===== config.mk =====
export PLATFORM = sky130hd
export DESIGN_NAME = lsu_byte_serial
export DESIGN_NICKNAME = d
export VERILOG_FILES = /design/src/rtl/lsu_byte_serial.sv
export SDC_FILE = /design/constraint.sdc
export NUM_CORES = 1
export LEC_CHECK = 0
export ABC_AREA = 0
export BUFFER_PORTS_ARGS = -buffer_cell sky130_fd_sc_hd__buf_4
export CORE_MARGIN = 5
export CORE_UTILIZATION = 50
export CTS_BUF_LIST = sky130_fd_sc_hd__clkbuf_8 sky130_fd_sc_hd__clkbuf_16
export CTS_CLUSTER_DIAMETER = 40
export CTS_CLUSTER_SIZE = 12
export DETAILED_ROUTE_END_ITERATION = 10
export PLACE_DENSITY = 0.75
export SYNTH_ARGS = -nofsm -noshare
export SYNTH_HDL_FRONTEND = slang
export SYNTH_SLANG_ARGS = --single-unit

===== constraint.sdc =====
create_clock -name clk -period 3.5 [get_ports clk]
set_clock_uncertainty 0.1 [all_clocks]
set_input_delay 0.35 -clock clk [delete_from_list [all_inputs] [get_ports clk]]
set_output_delay 0.35 -clock clk [all_outputs]
set_load 0.02 [all_outputs]

===== src/rtl/lsu_byte_serial.sv =====
// Byte-serial load/store unit: splits byte/half/word CPU accesses into
// little-endian single-byte memory cycles and assembles/extends load data.
module lsu_byte_serial #(
  parameter int WIDTH      = 32,
  parameter int DATA_WIDTH = 8
) (
  input  logic                  clk,
  input  logic                  rst,
  input  logic                  req_valid,
  output logic                  req_ready,
  input  logic                  req_we,
  input  logic [1:0]            req_size,
  input  logic                  req_unsigned,
  input  logic [WIDTH-1:0]      req_addr,
  input  logic [WIDTH-1:0]      req_wdata,
  output logic                  rsp_valid,
  output logic [WIDTH-1:0]      rsp_rdata,
  output logic                  busy,
  output logic [WIDTH-1:0]      mem_addr,
  output logic                  mem_we,
  output logic [DATA_WIDTH-1:0] mem_wd,
  input  logic [DATA_WIDTH-1:0] mem_rd
);

  localparam int OFS_W = $clog2(WIDTH);

  typedef enum logic [1:0] {IDLE, XFER, DONE} state_t;

  state_t           r_state;
  logic [1:0]       r_k;
  logic [WIDTH-1:0] r_buf;
  logic [WIDTH-1:0] r_rdata;
  logic             r_we;
  logic [1:0]       r_size;
  logic             r_unsigned;
  logic [WIDTH-1:0] r_addr;
  logic [WIDTH-1:0] r_wdata;

  logic [OFS_W-1:0] w_ofs;
  logic [1:0]       w_last_k;
  logic [WIDTH-1:0] w_asm;
  logic [WIDTH-1:0] w_ext;
  logic             w_sign;

  // Bit offset of the byte currently being transferred.
  assign w_ofs = OFS_W'(r_k) << $clog2(DATA_WIDTH);

  always_comb begin
    // NOTE: every always_comb output gets a default first so no path leaves it unassigned (no latch).
    w_last_k = 2'd3;
    case (r_size)
      2'b00:   w_last_k = 2'd0;
      2'b01:   w_last_k = 2'd1;
      default: w_last_k = 2'd3;
    endcase
  end

  // Buffer as it will look after this edge's capture, so the final byte
  // is included when rsp_rdata is registered on the transition to DONE.
  always_comb begin
    w_asm = r_buf;
    w_asm[w_ofs +: DATA_WIDTH] = mem_rd;
  end

  always_comb begin
    w_sign = 1'b0;
    w_ext  = w_asm;
    case (r_size)
      2'b00: begin
        w_sign = ~r_unsigned & w_asm[7];
        w_ext  = {{(WIDTH-8){w_sign}}, w_asm[7:0]};
      end
      2'b01: begin
        w_sign = ~r_unsigned & w_asm[15];
        w_ext  = {{(WIDTH-16){w_sign}}, w_asm[15:0]};
      end
      default: w_ext = w_asm;
    endcase
  end

  // NOTE: sequential state uses non-blocking assignments only, so every register samples pre-edge values.
  always_ff @(posedge clk) begin
    if (rst) begin
      r_state    <= IDLE;
      r_k        <= 2'd0;
      r_buf      <= '0;
      r_rdata    <= '0;
      r_we       <= 1'b0;
      r_size     <= 2'b00;
      r_unsigned <= 1'b0;
      r_addr     <= '0;
      r_wdata    <= '0;
    end else begin
      case (r_state)
        IDLE: begin
          if (req_valid) begin
            r_we       <= req_we;
            r_size     <= req_size;
            r_unsigned <= req_unsigned;
            r_addr     <= req_addr;
            r_wdata    <= req_wdata;
            r_k        <= 2'd0;
            r_buf      <= '0;
            r_state    <= XFER;
          end
        end
        XFER: begin
          if (!r_we) r_buf <= w_asm;
          r_k <= r_k + 2'd1;
          if (r_k == w_last_k) begin
            r_rdata <= r_we ? '0 : w_ext;
            r_state <= DONE;
          end
        end
        DONE:    r_state <= IDLE;
        default: r_state <= IDLE;
      endcase
    end
  end

  assign req_ready = (r_state == IDLE);
  assign busy      = (r_state != IDLE);
  assign rsp_valid = (r_state == DONE);
  assign rsp_rdata = r_rdata;

  // Memory port is driven straight from state and the latched request.
  assign mem_addr = (r_state == XFER) ? r_addr + WIDTH'(r_k) : '0;
  assign mem_we   = (r_state == XFER) & r_we;
  assign mem_wd   = (r_state == XFER && r_we) ? r_wdata[w_ofs +: DATA_WIDTH] : '0;

endmodule


==> reports/qor.txt <==
PWR
------------------------------------------------------------------------------
Logic pwr share                                                          15.1%
Worst-case vdd ir drop                                              0.000300 V
LEAKAGE                                                                3.24 nW
Switching share of total power                                           27.0%
Clk network pwr share                                                    42.3%
Power dissipated by switching net loads                              0.00108 W
Relative contribution of sequential cells to total power                 42.6%
Internal power consumption                                           0.00292 W
Sum of internal, switching and leakage power                         0.00400 W
PD cells                                                           485 mW/mm^2

CLOCK NETWORK
------------------------------------------------------------------------------
Count of hold buffers inserted by post-cts repair                            0
Clock transition at the registers of the reported paths                  50 ps
Clock sink count                                                           136
Number of buffers inserted during clock tree synthesis                      17
Later-pin clock latency in the skew report                              420 ps
Buffers inserted during post-CTS setup optimization                          0
Max Root-Sink Buffers                                                        2
Post-cts gate resize count                                                   0
Number of H-tree levels                                                      4
Root buffer cell                                                  sky130_fd_sc_hd__clkbuf_16
TritonCTS clock tree                                                      done

SYNTHESIS
------------------------------------------------------------------------------
Xor/xnor cell area share of the yosys netlist                            1.63%
Synthesized-area fraction occupied by ao, oa, aoi and oai cells          21.9%
Yosys synthesis warning count                                                0
Main area contributors after synthesis                            sky130_fd_sc_hd__dfxtp_1 (42%), sky130_fd_sc_hd__nand2_1 (8.9%), sky130_fd_sc_hd__a21oi_1 (6.7%)
Post-synth ARST share                                                       0%
Share of cell area taken by muxes after synthesis                        3.72%
Number of flip-flops and latches in the synthesized netlist                136
Count of flip-flops with a built-in enable after synthesis                   0
Post-Syn Area                                                     0.00646 mm^2
Mapped Cells                                                               793
Post-synth net total                                                       880
Dominant combinational cell family by area after synthesis        simple AND/OR/NAND/NOR gates
Dominant register cell in the synthesized netlist                 sky130_fd_sc_hd__dfxtp_1
Top cells by instance count after synthesis                       sky130_fd_sc_hd__nand2_1 (154), sky130_fd_sc_hd__dfxtp_1 (136), sky130_fd_sc_hd__a21oi_1 (86)
Part of the Yosys area used for sequential elements                      42.1%
Share of synthesized cell area in and, or, nand and nor gates            23.2%
Most frequent cell after synthesis                                sky130_fd_sc_hd__nand2_1
Yosys cell types                                                            61
Adder and majority gate portion of the synthesized area                  1.67%
Mean Syn Cell Area                                                   8.15 um^2
Share of the synthesized area in the top cell type                       42.1%
Cell type contributing the most total cell area after synthesis   sky130_fd_sc_hd__dfxtp_1

GRT
------------------------------------------------------------------------------
Initial antenna violation count                                              0
GRT Util Overall                                                         24.0%
Largest net degree at the start of global routing                          110
First-pass GRT wire length                                             29.2 mm
Global route overflow                                                        0
Via count of the first global-routing pass                               5,849

DRT
------------------------------------------------------------------------------
Pre-antenna DRT Iters                                                        7
DRC violations left                                                          0
Post-route antenna net violation count                                       0
Vias after detailed routing                                              6,230
Wirelength, routed                                                     18.5 mm
Via-to-Cell Ratio                                                         5.65
First-iteration detailed-routing DRC count                                 616
WL/cell                                                                16.8 um

STA
------------------------------------------------------------------------------
Slew Limit Fails                                                             0
Number of failing hold endpoints at the final stage                          0
Setup violations, final                                                      0
Time the final worst path needs with I/O delays and setup              3320 ps
Max_slew headroom                                                        22.5%
Max frequency                                                          302 MHz
Share of the cycle needed by the critical path after routing             94.8%
RSZ-0062 raised after global routing                                        no
Slew of the pin with the lowest slew margin                            1160 ps
Setup Total Neg Slack                                                     0 ps

DIE
------------------------------------------------------------------------------
Area of the placeable core                                         0.0126 mm^2
Die Y                                                                   124 um
Number of top-level pins                                                   155
Starting Density                                                         51.2%
DIE WIDTH                                                               124 um
Num rows                                                                    41
Die area                                                           0.0153 mm^2

FINISH
------------------------------------------------------------------------------
Final core utilization                                                   65.4%
Layout cells sized above 1                                               24.2%
Diode count                                                                  0
Area added between synthesis and finish                                  27.7%
Final Net Count                                                          1,005

CRITICAL PATH
------------------------------------------------------------------------------
Required time worst endpoint                                           3050 ps
WS Path Type                                                        reg -> out
Worst Path Arrival                                                     2870 ps
Critical Path Sink Type                                            output port
Launching element type of the critical path                          flip-flop
Largest fanout on the critical path                                         14

MIN PATH
------------------------------------------------------------------------------
Hold WC Path Type                                                    in -> reg

OUTCOME
------------------------------------------------------------------------------
Outcome                                                              completed

PLACED DESIGN
------------------------------------------------------------------------------
Final weighted congestion in routability-driven placement                0.945
Quantity of I/O buffers inserted on ports                                  154
HPWL after detailed placement                                          12.8 mm

JOB
------------------------------------------------------------------------------
# Max-Cap Violations                                                         0

power groups by stage:
stage	Clock (W)	Combinational (W)	Sequential, W
finish	0.00169	0.000604	0.00170
global route	0.00178	0.000661	0.00171
CTS	0.00171	0.000603	0.00170
detailed placement	0	0.000599	0.00173
global placement	0	0.000588	0.00173
floorplan	0	0.000356	0.00174
final timing paths:
path                               startpoint            end  slack (ps)  depth (start not counted)
worst min-delay path            req_wdata[16]    r_wdata[16]          80                          3
worst min register to register    r_wdata[29]    r_wdata[29]         350                          2
worst max-delay path                   r_k[0]   mem_addr[20]         180                          7
worst max register to register         r_k[0]  rsp_rdata[13]         620                          7
metrics by stage:
step | cells | setup slack (ps) | hold slack, ps | area, um^2
final | 1103 | 184 | 79.0 | 8250
after global placement | 1071 | 710 | 343 | 7690
after floorplan | 793 | 754 | 333 | 6460
after detailed placement | 1071 | 643 | 346 | 7690
after CTS | 1103 | 188 | 67.2 | 8250
after global routing | 1103 | 63.8 | 67.4 | 8250
state kept, by name, summed over array words and instances, names as in the netlist:
| name | count |
|---|---|
| r_k | 2 |
| rsp_rdata | 32 |
| r_wdata | 32 |
| r_state | 2 |
| r_unsigned | 1 |
| r_buf | 32 |
| r_size | 2 |
| r_addr | 32 |
| r_we | 1 |
kinds of logic after synthesis:
family,Yosys count
fa+ha+maj,8
xor+xnor,12
buf+inv,93
mux,14
compound gates,217
simple gates,313
flops,136
final cells by class:
type	count	area [um^2]
flip-flops and latches	136	2720
inverters	33	124
clock buffers	18	439
multi-input cells	564	3380
clock inverters	14	118
well taps	172	215
repair buffers	166	1250
fillers	1110	4370
metal layers:
| metal | vias to the layer above | share of wire [%] | track usage (%) |
|---|---|---|---|
| met5 | - | 0 | 0 |
| met4 | 0 | 1.6 | 7.68 |
| met2 | 251 | 47 | 39.3 |
| met1 | 2901 | 43 | 31.5 |
| met3 | 30 | 7.9 | 5.50 |
| li1 | 3048 | - | - |
worst max-delay path, cell delays in order (launching register included):
cell                      delay, ps
sky130_fd_sc_hd__dfxtp_1        340
sky130_fd_sc_hd__ha_1           190
sky130_fd_sc_hd__fa_1           230
sky130_fd_sc_hd__nand3_1        160
sky130_fd_sc_hd__or3_1          600
sky130_fd_sc_hd__or4_1          570
sky130_fd_sc_hd__a21oi_1        170
sky130_fd_sc_hd__buf_4          190
cells in the final DEF (no fill, tap or decap), types with 3 or more instances in the layout:
cell	Yosys	layout
sky130_fd_sc_hd__nor2b_1	11	10
sky130_fd_sc_hd__a2bb2oi_1	3	3
sky130_fd_sc_hd__o31ai_1	8	8
sky130_fd_sc_hd__mux4_2	8	8
sky130_fd_sc_hd__nor4_1	7	7
sky130_fd_sc_hd__nand3_1	9	9
sky130_fd_sc_hd__o22ai_1	14	14
sky130_fd_sc_hd__or3_1	9	9
sky130_fd_sc_hd__a221o_1	5	5
sky130_fd_sc_hd__o21a_1	4	4
sky130_fd_sc_hd__ha_1	7	7
sky130_fd_sc_hd__a22o_1	5	5
sky130_fd_sc_hd__or4_1	10	10
sky130_fd_sc_hd__nand2_1	154	153
sky130_fd_sc_hd__mux2i_1	6	6
sky130_fd_sc_hd__nor2_1	58	58
sky130_fd_sc_hd__and3_1	11	11
sky130_fd_sc_hd__xnor2_1	10	10
sky130_fd_sc_hd__a22oi_1	29	29
sky130_fd_sc_hd__a21oi_1	86	86
sky130_fd_sc_hd__nor4bb_1	3	3
sky130_fd_sc_hd__o2bb2ai_1	16	16
sky130_fd_sc_hd__nor3_1	6	6
sky130_fd_sc_hd__clkinv_2	0	7
sky130_fd_sc_hd__dfxtp_1	136	136
sky130_fd_sc_hd__and2_1	7	7
sky130_fd_sc_hd__a32oi_1	7	7
sky130_fd_sc_hd__o21ai_0	23	23
sky130_fd_sc_hd__nand2b_1	7	7
sky130_fd_sc_hd__nand4_1	4	4
sky130_fd_sc_hd__clkbuf_16	0	17
sky130_fd_sc_hd__a31o_2	7	7
sky130_fd_sc_hd__buf_4	1	166
sky130_fd_sc_hd__inv_1	33	37
Power figures use the tool's default switching activity.
